$ cat src/rtl/load_store_unit_if.sv
// Core/data-memory bundle for the load/store unit: request fields, completion
// status and the word-wide data-memory port.
interface load_store_unit_if;
    logic        start;
    logic        is_store;
    logic [2:0]  funct3;
    logic [31:0] base;
    logic [31:0] offset;
    logic [31:0] store_data;
    logic [31:0] dmem_data_out;
    logic [31:0] dmem_address;
    logic [31:0] dmem_data_in;
    logic        dmem_wren;
    logic [31:0] load_data;
    logic        busy;
    logic        done;
    logic        fault;

    modport master (
        output start, is_store, funct3, base, offset, store_data, dmem_data_out,
        input  dmem_address, dmem_data_in, dmem_wren, load_data, busy, done, fault
    );

    modport slave (
        input  start, is_store, funct3, base, offset, store_data, dmem_data_out,
        output dmem_address, dmem_data_in, dmem_wren, load_data, busy, done, fault
    );
endinterface

$ cat src/rtl/load_store_unit.sv
// Multicycle RV32I load/store sequencer: word-aligned data port, sub-word stores as read-merge-write.
// Latency fault 1, sw 2, loads/sb/sh 3 cycles to done; start is ignored while busy (incl. DONE/FAULT).
module load_store_unit (
    input  logic             clk,
    input  logic             reset,
    load_store_unit_if.slave bus
);
    typedef enum logic [2:0] {
        S_IDLE, S_RD, S_WAIT, S_MERGE, S_WR, S_FAULT, S_DONE
    } state_t;

    state_t      state_q, state_d;
    logic        is_store_q, is_store_d;
    logic [2:0]  funct3_q, funct3_d;
    logic [31:0] addr_q, addr_d;
    logic [1:0]  sel_q, sel_d;
    logic [31:0] sdata_q, sdata_d;
    logic [31:0] load_q, load_d;

    logic [31:0] eff;
    logic        legal;
    logic        aligned;
    logic [4:0]  shamt;
    logic [15:0] lane;
    logic [31:0] merge_mask;
    logic [31:0] merge_val;
    logic [31:0] merged;

    assign eff = bus.base + bus.offset;

    always_comb begin
        legal = 1'b0;
        case (bus.funct3)
            3'b000, 3'b001, 3'b010: legal = 1'b1;
            3'b100, 3'b101:         legal = ~bus.is_store;
            default:                legal = 1'b0;
        endcase
        aligned = 1'b1;
        case (bus.funct3[1:0])
            2'b01:   aligned = ~eff[0];
            2'b10:   aligned = (eff[1:0] == 2'b00);
            default: aligned = 1'b1;
        endcase
    end

    // Lane shift shared by load extraction and the store merge.
    assign shamt = {sel_q, 3'b000};
    assign lane  = 16'(bus.dmem_data_out >> shamt);

    assign merge_mask = funct3_q[0] ? (32'h0000_FFFF << shamt) : (32'h0000_00FF << shamt);
    assign merge_val  = funct3_q[0] ? ({16'h0, sdata_q[15:0]} << shamt)
                                    : ({24'h0, sdata_q[7:0]} << shamt);
    assign merged     = (bus.dmem_data_out & ~merge_mask) | merge_val;

    assign bus.load_data = load_q;

    always_comb begin
        state_d    = state_q;
        is_store_d = is_store_q;
        funct3_d   = funct3_q;
        addr_d     = addr_q;
        sel_d      = sel_q;
        sdata_d    = sdata_q;
        load_d     = load_q;

        bus.dmem_address = 32'h0;
        bus.dmem_data_in = 32'h0;
        bus.dmem_wren    = 1'b0;
        bus.busy         = 1'b1;
        bus.done         = 1'b0;
        bus.fault        = 1'b0;

        case (state_q)
            S_IDLE: begin
                bus.busy = 1'b0;
                if (bus.start) begin
                    is_store_d = bus.is_store;
                    funct3_d   = bus.funct3;
                    addr_d     = {eff[31:2], 2'b00};
                    sel_d      = eff[1:0];
                    sdata_d    = bus.store_data;
                    if (!legal || !aligned)
                        state_d = S_FAULT;
                    else if (bus.is_store && bus.funct3 == 3'b010)
                        state_d = S_WR;
                    else
                        state_d = S_RD;
                end
            end
            S_RD: begin
                bus.dmem_address = addr_q;
                state_d = is_store_q ? S_MERGE : S_WAIT;
            end
            S_WAIT: begin
                bus.dmem_address = addr_q;
                case (funct3_q[1:0])
                    2'b00:   load_d = funct3_q[2] ? {24'h0, lane[7:0]}
                                                  : {{24{lane[7]}}, lane[7:0]};
                    2'b01:   load_d = funct3_q[2] ? {16'h0, lane}
                                                  : {{16{lane[15]}}, lane};
                    default: load_d = bus.dmem_data_out;
                endcase
                state_d = S_DONE;
            end
            S_MERGE: begin
                bus.dmem_address = addr_q;
                bus.dmem_wren    = 1'b1;
                bus.dmem_data_in = merged;
                state_d = S_DONE;
            end
            S_WR: begin
                bus.dmem_address = addr_q;
                bus.dmem_wren    = 1'b1;
                bus.dmem_data_in = sdata_q;
                state_d = S_DONE;
            end
            S_FAULT: begin
                bus.done  = 1'b1;
                bus.fault = 1'b1;
                state_d = S_IDLE;
            end
            S_DONE: begin
                bus.dmem_address = addr_q;
                bus.done = 1'b1;
                state_d = S_IDLE;
            end
            default: state_d = S_IDLE;
        endcase
    end

    always_ff @(posedge clk) begin
        if (!reset) begin
            state_q    <= S_IDLE;
            is_store_q <= 1'b0;
            funct3_q   <= 3'b000;
            addr_q     <= 32'h0;
            sel_q      <= 2'b00;
            sdata_q    <= 32'h0;
            load_q     <= 32'h0;
        end else begin
            state_q    <= state_d;
            is_store_q <= is_store_d;
            funct3_q   <= funct3_d;
            addr_q     <= addr_d;
            sel_q      <= sel_d;
            sdata_q    <= sdata_d;
            load_q     <= load_d;
        end
    end
endmodule

$ cat src/flat_wrapper.sv
// flat-port wrapper written by rule: the top's interface ports become plain ports
module load_store_unit_flat 
  (clk, reset, bus_start, bus_is_store, bus_funct3, bus_base, bus_offset, bus_store_data, bus_dmem_data_out, bus_dmem_address, bus_dmem_data_in, bus_dmem_wren, bus_load_data, bus_busy, bus_done, bus_fault);
  load_store_unit_if bus_i ();
  input  logic clk;
  input  logic reset;
  input wire logic [$bits(bus_i.start)-1:0] bus_start;
  input wire logic [$bits(bus_i.is_store)-1:0] bus_is_store;
  input wire logic [$bits(bus_i.funct3)-1:0] bus_funct3;
  input wire logic [$bits(bus_i.base)-1:0] bus_base;
  input wire logic [$bits(bus_i.offset)-1:0] bus_offset;
  input wire logic [$bits(bus_i.store_data)-1:0] bus_store_data;
  input wire logic [$bits(bus_i.dmem_data_out)-1:0] bus_dmem_data_out;
  output wire logic [$bits(bus_i.dmem_address)-1:0] bus_dmem_address;
  output wire logic [$bits(bus_i.dmem_data_in)-1:0] bus_dmem_data_in;
  output wire logic [$bits(bus_i.dmem_wren)-1:0] bus_dmem_wren;
  output wire logic [$bits(bus_i.load_data)-1:0] bus_load_data;
  output wire logic [$bits(bus_i.busy)-1:0] bus_busy;
  output wire logic [$bits(bus_i.done)-1:0] bus_done;
  output wire logic [$bits(bus_i.fault)-1:0] bus_fault;
  assign bus_i.start = bus_start;
  assign bus_i.is_store = bus_is_store;
  assign bus_i.funct3 = bus_funct3;
  assign bus_i.base = bus_base;
  assign bus_i.offset = bus_offset;
  assign bus_i.store_data = bus_store_data;
  assign bus_i.dmem_data_out = bus_dmem_data_out;
  assign bus_dmem_address = bus_i.dmem_address;
  assign bus_dmem_data_in = bus_i.dmem_data_in;
  assign bus_dmem_wren = bus_i.dmem_wren;
  assign bus_load_data = bus_i.load_data;
  assign bus_busy = bus_i.busy;
  assign bus_done = bus_i.done;
  assign bus_fault = bus_i.fault;
  load_store_unit u_core (.clk(clk), .reset(reset), .bus(bus_i));
endmodule
$ cat config.mk
export PLATFORM = sky130hd
export DESIGN_NAME = load_store_unit_flat
export DESIGN_NICKNAME = d
export VERILOG_FILES = /design/src/rtl/load_store_unit_if.sv /design/src/rtl/load_store_unit.sv /design/src/flat_wrapper.sv
export SDC_FILE = /design/constraint.sdc
export NUM_CORES = 1
export LEC_CHECK = 0
export CAP_MARGIN = 10
export CORE_MARGIN = 2
export CORE_UTILIZATION = 30
export CTS_CLUSTER_SIZE = 20
export DETAILED_ROUTE_END_ITERATION = 16
export GPL_ROUTABILITY_DRIVEN = 1
export PLACE_DENSITY = 0.54
export SYNTH_ARGS = -nofsm -noshare
export SYNTH_HDL_FRONTEND = slang
export SYNTH_SLANG_ARGS = --single-unit
export TNS_END_PERCENT = 100
$ cat constraint.sdc
create_clock -name clk -period 3.77 [get_ports clk]
set_input_delay 0.377 -clock clk [delete_from_list [all_inputs] [get_ports clk]]
set_output_delay 0.377 -clock clk [all_outputs]
set_load 0.05 [all_outputs]
==> qor.yml <==
timing:
  period_needed_ns: 3.38
  skew_ns: 0.00944
  finalHoldViolations: 0
  maxSlewHeadroom: 0.275
  tightest_slew_ns: 1.07
  rsz0062_at_grt: "false"
  fmax_mhz: 296
  holdWs_ns: 0.451
  setup_viol: 0
  post-route-period-util: 0.896
  maxSlewViolCount: 0
  finalSetupTns_ns: 0
power_and_ir_drop:
  pwr-share-clk: 0.222
  p_sw_frac: 0.427
  seqPwrFrac: 0.326
  pwr-share-comb: 0.453
  leakagePower_nw: 3.79
  finalPower_mw: 4.25
  power.density_mw_per_mm2: 429
  peakVddDrop_mv: 0.233
  p_sw_mw: 1.82
  p_int_mw: 2.44
synthesis:
  synth-seq-cells: 103
  synthCells: 910
  synth.avg_cell_area_um2: 7.71
  yosysWarnings: 0
  yosys-top-cells-count: "nand2_1 (158), dfxtp_1 (103), a21oi_1 (79)"
  yosysMostFrequentCell: "nand2_1"
  ys_seq_area_frac: 0.294
  synth_cell_type_count: 67
  yosys.area.top_type: "dfxtp_1"
  synthesis.area_mm2: 0.00702
  synth.area.top_cells: "dfxtp_1 (29%), nand2_1 (8.5%), ha_1 (6.1%)"
  async_reset_ff_frac: 0
  synth_top_area_share: 0.294
  synth-edff-count: 0
  ys.flop_type: "dfxtp_1"
setup_path:
  max_stage_delay_ns: 0.84
  reg2regPathDepth: 5
  worstSetupPathType: "reg -> out"
  start_kind: "flop"
  critPathBufInv: 2
  arrival_ns: 3.00
  crit_slowest_cell: "clkdlybuf4s50_1"
  r2r_slack_ns: 1.30
  cp_data_required_time_ns: 3.39
  cp-end-kind: "output port"
  rr_startpoint: "u_core.sel_q[0]"
  r2r_end: "u_core.bus.load_data[21]"
  cp_max_fo: 26
  cp_cell_sequence: "nor2b_1, and2_1, buf_4, a21o_1, a22o_1, clkdlybuf4s50_1"
  critPathTopFamily: "buffers and inverters"
routing:
  first_pass_iters: 5
  vias: 7335
  drcViolationCount: 0
  wl_per_cell_um: 18.0
  antenna_left: 0
  drt_iter0_drc: 432
  via_per_inst: 5.15
  drt-total-wl_um: 25600
cells_and_area:
  area_growth_pct: 41.5
  fin_util: 0.436
  drive_gt1_frac: 0.0549
  nets: 1276
  fillerInstances: 2331
  stdcell_area_mm2: 0.00993
hold_path:
  min_path_type: "reg -> reg"
  min-delay-start: "u_core.addr_q[21]"
  holdPathStages: 2
  hold_end: "u_core.addr_q[21]"
clocking:
  clockRootBuffer: "clkbuf_16"
  post_cts_buffers: 0
  path_clk_slew_ns: 0.07
  post_cts_resized: 0
  cts_buffers: 9
  cts_tree: "done"
  h-tree-depth: 3
  insertion_delay_ns: 0.36
  cts_max_path_buffers: 2
  cts-hold-fix-buffers: 0
  cts.sinks: 103
die:
  dieHeight_um: 157
  std_cell_rows: 55
  core_region_area_mm2: 0.0228
  die_area_mm2: 0.0246
  num_io_pins: 235
  start_util: 0.308
  die_w_um: 157
placement:
  hpwl_um: 19400
  io_buffers: 232
  gp_congestion: 0.876
  dpl_cell_area_mm2: 0.00964
global_routing:
  antenna_found_initial: 4
  grt_pass1_vias: 7128
  gr-usage-all-layers: 0.205
  grt_max_degree: 78
  grt-ovfl-total: 0
  grt_first_pass_wirelength_um: 39500
job:
  cap_violations: 0
status:
  outcome: "complete, no violations"
## power by group through the flow
stage	registers, mW	logic (mW)	clock network, mW
6_report	1.39	1.92	0.943
5_1_grt	1.41	2.08	1.03
4_1_cts	1.39	1.94	0.992
3_5_place_dp	1.41	1.93	0
3_3_place_gp	1.41	1.93	0
2_1_floorplan	1.56	1.06	0
## registers in the layout (all words and copies together) (netlist names)
name,count
u_core.funct3_q,3
u_core.state_q,3
u_core.addr_q,30
u_core.sel_q,2
u_core.is_store_q,1
u_core.bus.load_data,32
u_core.sdata_q,32
## routing by layer
layer,global-route usage,vias to the layer above,wire length (um),share of wire
met1,0.265,3391,11500,0.45
met4,0.0463,4,434,0.017
met2,0.344,261,11900,0.46
li1,-,3649,-,-
met3,0.0523,30,1790,0.070
met5,0,-,30,0.0012
## per-stage QoR
stage | setup WS (ns) | std cells
global route | 0.142 | 1424
detailed placement | 0.374 | 1408
floorplan | 1.08 | 911
CTS | 0.326 | 1424
finish | 0.390 | 1425
global placement | 0.410 | 1408
## layout make-up
type | count | area (um2) | area share
Multi-Input combinational cell | 735 | 4690 | 0.472
Timing Repair Buffer | 248 | 2460 | 0.248
Sequential cell | 103 | 2060 | 0.208
Tap cell | 313 | 392 | 0.0395
Clock buffer | 9 | 225 | 0.0227
Clock inverter | 7 | 62.6 | 0.00630
Inverter | 9 | 33.8 | 0.00340
Antenna cell | 1 | 2.50 | 0.000252
## kinds of logic after synthesis
family / after synthesis / synth area share
muxes: 25 / 0.0374
DFF: 103 / 0.294
AOI/OAI and AO/OA: 327 / 0.312
adders and majority gates: 35 / 0.0635
buffers and inverters: 73 / 0.0417
xor gates and xnor gates: 26 / 0.0325
and+or+nand+nor: 320 / 0.218
other: 1 / 0.000534
## placed cells by master, fill, tap and decap left out, types with 5 or more instances in the layout
cell type        Yosys  routed
clkdlybuf4s50_1      0     230
nand2_1            158     157
dfxtp_1            103     102
a21oi_1             79      78
o21ai_0             75      75
and2_1              51      51
a21boi_0            45      45
ha_1                34      34
nor2_1              33      32
a21o_1              28      28
mux2i_1             24      24
a22o_1              16      16
a211oi_1            15      15
xor2_1              15      15
nand3_1             15      15
buf_4                2      15
xnor2_1             11      11
nand2b_1            10      10
and3_1              10      10
inv_1                9       9
o221ai_1             9       9
clkbuf_16            0       9
nor3_1               8       8
nor2b_1              8       7
a222oi_1             7       7
nand4b_1             5       5
o21bai_1             5       5
## tightest hold or removal path, stage by stage, from the launching register on
cell,delay [ns]
dfxtp_1,0.31
nand2_1,0.05
a21boi_1,0.05
## how the worst max path moves through the flow
stage / start / end / slack [ns] / cells after the start
after floorplan: bus_offset[0] / u_core.addr_q[20] / 1.08 / 11
after global placement: bus_offset[0] / u_core.addr_q[20] / 0.41 / 12
after detailed placement: bus_offset[0] / u_core.addr_q[20] / 0.37 / 12
after CTS: u_core.state_q[1] / bus_dmem_data_in[4] / 0.33 / 6
after global routing: u_core.state_q[1] / bus_dmem_data_in[4] / 0.14 / 6
final: u_core.state_q[1] / bus_dmem_data_in[4] / 0.39 / 6
(Power assumes the default switching activity.)
==> patch 1, RTL diff (same settings) <==
Encoding of `state_t`: now one-hot (7 bits for 7 states).
--- a/src/rtl/load_store_unit.sv
+++ b/src/rtl/load_store_unit.sv
@@ -5,8 +5,8 @@
     input  logic             reset,
     load_store_unit_if.slave bus
 );
-    typedef enum logic [2:0] {
-        S_IDLE, S_RD, S_WAIT, S_MERGE, S_WR, S_FAULT, S_DONE
+    typedef enum logic [6:0] {
+        S_IDLE = 7'b0000001, S_RD = 7'b0000010, S_WAIT = 7'b0000100, S_MERGE = 7'b0001000, S_WR = 7'b0010000, S_FAULT = 7'b0100000, S_DONE = 7'b1000000
     } state_t;
 
     state_t      state_q, state_d;
Behaviour: same outputs for any inputs over 10 cycles, from zero or initial values and one cycle with reset low; not proved beyond that.
==> patch 1 against the original RTL <==
  * Non-clock buffer count stayed put
  * Worst setup slack worse by 0.13 ns
  * Synthesized area is 3.7% higher
  * Routed wire length increased by 5.0%
  * Final cell count is 1.9% higher
  * Final area increased by 2.0%
  * Sequential cell count grew 4
  * Largest cell class unchanged
Power is not compared: it rests on default switching activity, and its combinational part moved more than twofold at a synthesized area within 25%.
==> patch 1: results (changes against the original RTL) <==
data arrival time of the critical path 3.14 ns (was 3.00 ns); final net count 1297 (was 1276); HPWL after detailed placement 20500 um (was 19400 um); setup slack of the critical path after layout 0.255 ns (was 0.390 ns); launching instance or port of the critical path u_core.state_q[6] (was u_core.state_q[1]); R2R Setup Slk 1.17 ns (was 1.30 ns); clock skew after layout 0.0106 ns (was 0.00944 ns); number of library cell types mapped by synthesis 70 (was 67); run status complete, no violations (unchanged); DP Worst Slack 0.464 ns (was 0.374 ns); pin slew with the least headroom to its limit 1.10 ns (was 1.07 ns); top post-synthesis cells by area sky130_fd_sc_hd__dfxtp_1, sky130_fd_sc_hd__nand2_1, sky130_fd_sc_hd__ha_1 (unchanged); global-route wire length before repair 41700 um (was 39500 um); Avg WL per Cell 18.5 um (was 18.0 um); FF-to-FF End u_core.addr_q[29] (was u_core.bus.load_data[21]); cell at the root of the clock tree sky130_fd_sc_hd__clkbuf_16 (unchanged); worst r2r path cells 6 (was 5); pin count of the biggest net entering global routing 76 (was 78); number of global-route vias before repair 7406 (was 7128); weighted congestion at the end of routability-driven global placement 0.899 (was 0.876); fraction of synthesis flops using an asynchronous set or reset pin 0% (unchanged); number of buffers added by the clock tree synthesis step 9 (unchanged); H-tree Lvls 3 (unchanged); Critical Path End bus_dmem_data_in[28] (was bus_dmem_data_in[4]); fraction of final layout cells sized beyond drive strength 1 6.36% (was 5.49%); mean number of vias per cell 5.19 (was 5.15); top cells by instance count after synthesis sky130_fd_sc_hd__nand2_1, sky130_fd_sc_hd__dfxtp_1, sky130_fd_sc_hd__o21ai_0, sky130_fd_sc_hd__a21oi_1 (was sky130_fd_sc_hd__nand2_1, sky130_fd_sc_hd__dfxtp_1, sky130_fd_sc_hd__a21oi_1, sky130_fd_sc_hd__o21ai_0, sky130_fd_sc_hd__clkbuf_1); startpoint of the worst-slack reg-to-reg timing path u_core.state_q[3] (was u_core.sel_q[0]); post-place instance area 0.00981 mm2 (was 0.00964 mm2); Initial DRC Count 428 (was 432); highest fanout seen on the critical path 20 (was 26); all-layer global routing usage 20.5% (about the same); fraction of the yosys area taken by sequential cells 29.4% (about the same)
-- patch 1: cell types whose count changed after synthesis, sizes merged, moves of 7 or more --
cell,delta
a22oi,+7
nand4,+9
and2,-40
nor2b,+27
a22o,+12
nor2,+23
-- patch 1: area by class of cell --
| cell class | count | area (um2) |
|---|---|---|
| clock buffers | 9 | 225 |
| repair buffers | 248 | 2430 |
| fillers | 2435 | 13500 |
| clock inverters | 7 | 91.3 |
| diodes | 1 | 2.50 |
| multi-input cells | 748 | 4790 |
| inverters | 13 | 48.8 |
| well taps | 319 | 399 |
| flip-flops and latches | 107 | 2140 |
-- patch 1: cells by family (layout without fill, tap and decap cells) --
kind of cell	after synthesis	after routing	synth area share, %
compound gates	334	334	31.9
simple gates	330	330	21.4
flops	107	107	29.4
buf+inv	84	277	4.92
fa+ha+maj	35	35	6.12
xor+xnor	26	26	3.13
mux	21	21	3.08
other cells	1	3	0.0516
-- patch 1: critical path: stages (launching register included) --
cell	delay, ns
sky130_fd_sc_hd__dfxtp_1	0.35
sky130_fd_sc_hd__or3_4	0.42
sky130_fd_sc_hd__nor3_1	0.32
sky130_fd_sc_hd__and3b_1	0.35
sky130_fd_sc_hd__buf_4	0.30
sky130_fd_sc_hd__nand2_1	0.09
sky130_fd_sc_hd__o21ai_0	0.11
sky130_fd_sc_hd__clkdlybuf4s50_1	0.85
-- patch 1: worst min path at each step --
stage / startpoint / endpoint / slack (ns) / cells past startpoint
finish: u_core.addr_q[30] / u_core.addr_q[30] / 0.44 / 2
CTS: u_core.addr_q[30] / u_core.addr_q[30] / 0.45 / 2
detailed placement: u_core.is_store_q / u_core.state_q[2] / 0.44 / 1
global placement: u_core.is_store_q / u_core.state_q[2] / 0.42 / 1
floorplan: u_core.is_store_q / u_core.state_q[2] / 0.41 / 1
global route: u_core.addr_q[30] / u_core.addr_q[30] / 0.47 / 2
-- patch 1: power by group through the flow --
stage	registers, W	logic, W	clock network (W)
6_report	0.00126	0.000862	0.00103
5_1_grt	0.00127	0.000950	0.00110
4_1_cts	0.00126	0.000862	0.00107
3_5_place_dp	0.00129	0.000858	0
3_3_place_gp	0.00129	0.000859	0
2_1_floorplan	0.00126	0.000547	0
-- patch 1: metal layers --
metal	share of wire (%)	track usage, %	routed length [um]	vias up
met5	0.15	0	41	-
met4	1.8	5.91	478	6
met3	7.9	5.25	2130	34
met2	46	34.1	12400	318
met1	44	26.3	11900	3430
li1	-	-	-	3752
-- patch 1: repair_timing --
item | in CTS | in global routing
gates resized for setup | 0 | 1
endpoints found under the setup margin | 0 | 1
buffers inserted | 0 | 0
-- patch 1: metrics by stage --
step | hold WS (ns) | cells
detailed placement | 0.438 | 1435
CTS | 0.451 | 1451
global placement | 0.423 | 1435
global route | 0.466 | 1451
finish | 0.444 | 1452
floorplan | 0.413 | 939
==> patch 2, RTL diff (same flow settings) <==
Made on the original files. Make the reset (`reset`) asynchronous in one clocked block.
--- a/src/rtl/load_store_unit.sv
+++ b/src/rtl/load_store_unit.sv
@@ -128,7 +128,7 @@
         endcase
     end
 
-    always_ff @(posedge clk) begin
+    always_ff @(posedge clk or negedge reset) begin
         if (!reset) begin
             state_q    <= S_IDLE;
             is_store_q <= 1'b0;
Check against the original RTL: differs if reset is asserted again (counterexample within 4 cycles, from zero or initial values and one cycle with reset low); with reset held inactive, the same outputs for 10 cycles.
==> patch 2 against the original RTL <==
  * Sequential cell count unchanged
  * Final area up 0.33%
  * Synthesized area is 0.36% lower
  * Count of clock-buffer cells in the layout is 2 higher
  * Routed wire length decreased by 3.7%
  * Critical path depth is 2 lower
  * Die area is 0.35% lower
  * Via count fell by 3.9%
  * Worst setup slack better by 0.0052 ns
  * Synthesized cell count decreased by 4.1%
Power is not compared: it rests on default switching activity, and its combinational part moved more than twofold at a synthesized area within 25%.
==> patch 2: results (changes against the original RTL) <==
run status complete, no violations (unchanged); Initial DRC Count 479 (was 432); n_diodes 3 (was 1); mean number of vias per cell 5.05 (was 5.15); FF-to-FF End u_core.bus.load_data[28] (was u_core.bus.load_data[21]); met3 capacity usage during global routing 4.76% (was 5.23%); Met1 Routed Length 11200 um (was 11500 um); min-delay worst type in2async (was reg2reg); cell count after placement 1378 (was 1408); Synth Area in Compound Gates 26.0% (was 31.2%); total of clock buffers placed in the layout 11 (was 9); Plain + repair buffers 244 (was 248); Slowest Stage Delay on Critical Path 0.81 ns (was 0.84 ns); normalized max-slew margin 26.6% (was 27.5%); fraction of the yosys area taken by sequential cells 36.9% (was 29.4%); fraction of synthesis flops using an asynchronous set or reset pin 100% (was 0%); antenna violations before repair 5 (was 4); startpoint of the worst-slack reg-to-reg timing path u_core.sel_q[1] (was u_core.sel_q[0]); worst r2r path cells 9 (was 5); post-detailed-routing wire length 24700 um (was 25600 um); clock skew after layout 0.00967 ns (was 0.00944 ns); top post-synthesis cells by area sky130_fd_sc_hd__dfrtp_1, sky130_fd_sc_hd__nand2_1, sky130_fd_sc_hd__ha_1 (was sky130_fd_sc_hd__dfxtp_1, sky130_fd_sc_hd__nand2_1, sky130_fd_sc_hd__ha_1); R2R Setup Slk 1.42 ns (was 1.30 ns); synthesized area per cell 8.01 um2 (was 7.71 um2); fraction of final layout cells sized beyond drive strength 1 5.27% (was 5.49%); highest fanout seen on the critical path 15 (was 26); final hold slack 0.130 ns (was 0.451 ns); Global Route met2 Usage 32.6% (was 34.4%); share of cell area taken by muxes after synthesis 2.92% (was 3.74%); pin count of the biggest net entering global routing 64 (was 78); weighted congestion at the end of routability-driven global placement 0.891 (was 0.876); ys flop type sky130_fd_sc_hd__dfrtp_1 (was sky130_fd_sc_hd__dfxtp_1); number of global-route vias before repair 6860 (was 7128); all-layer global routing usage 20.1% (was 20.5%); DP Worst Slack 0.368 ns (was 0.374 ns); HPWL after detailed placement 18700 um (was 19400 um)
## patch 2: changes by cell type after synthesis, moves of 8 or more
cell	change
sky130_fd_sc_hd__a21boi_0	-43
sky130_fd_sc_hd__a22oi_1	+8
sky130_fd_sc_hd__and2_1	-9
sky130_fd_sc_hd__clkbuf_1	-11
sky130_fd_sc_hd__dfrtp_1	+103
sky130_fd_sc_hd__dfxtp_1	-103
sky130_fd_sc_hd__nand2_1	+37
sky130_fd_sc_hd__nor2_1	+21
sky130_fd_sc_hd__o221ai_1	-8
sky130_fd_sc_hd__o22ai_1	+10
## patch 2: worst max-delay path by stage
stage | endpoint | slack (ns) | cells after the start
2_1_floorplan | bus_dmem_data_in[10] | 0.93 | 7
3_3_place_gp | u_core.addr_q[24] | 0.49 | 11
3_5_place_dp | u_core.addr_q[24] | 0.37 | 10
4_1_cts | bus_dmem_data_in[17] | 0.38 | 6
5_1_grt | bus_dmem_data_in[17] | 0.23 | 6
6_report | bus_dmem_data_in[7] | 0.40 | 4
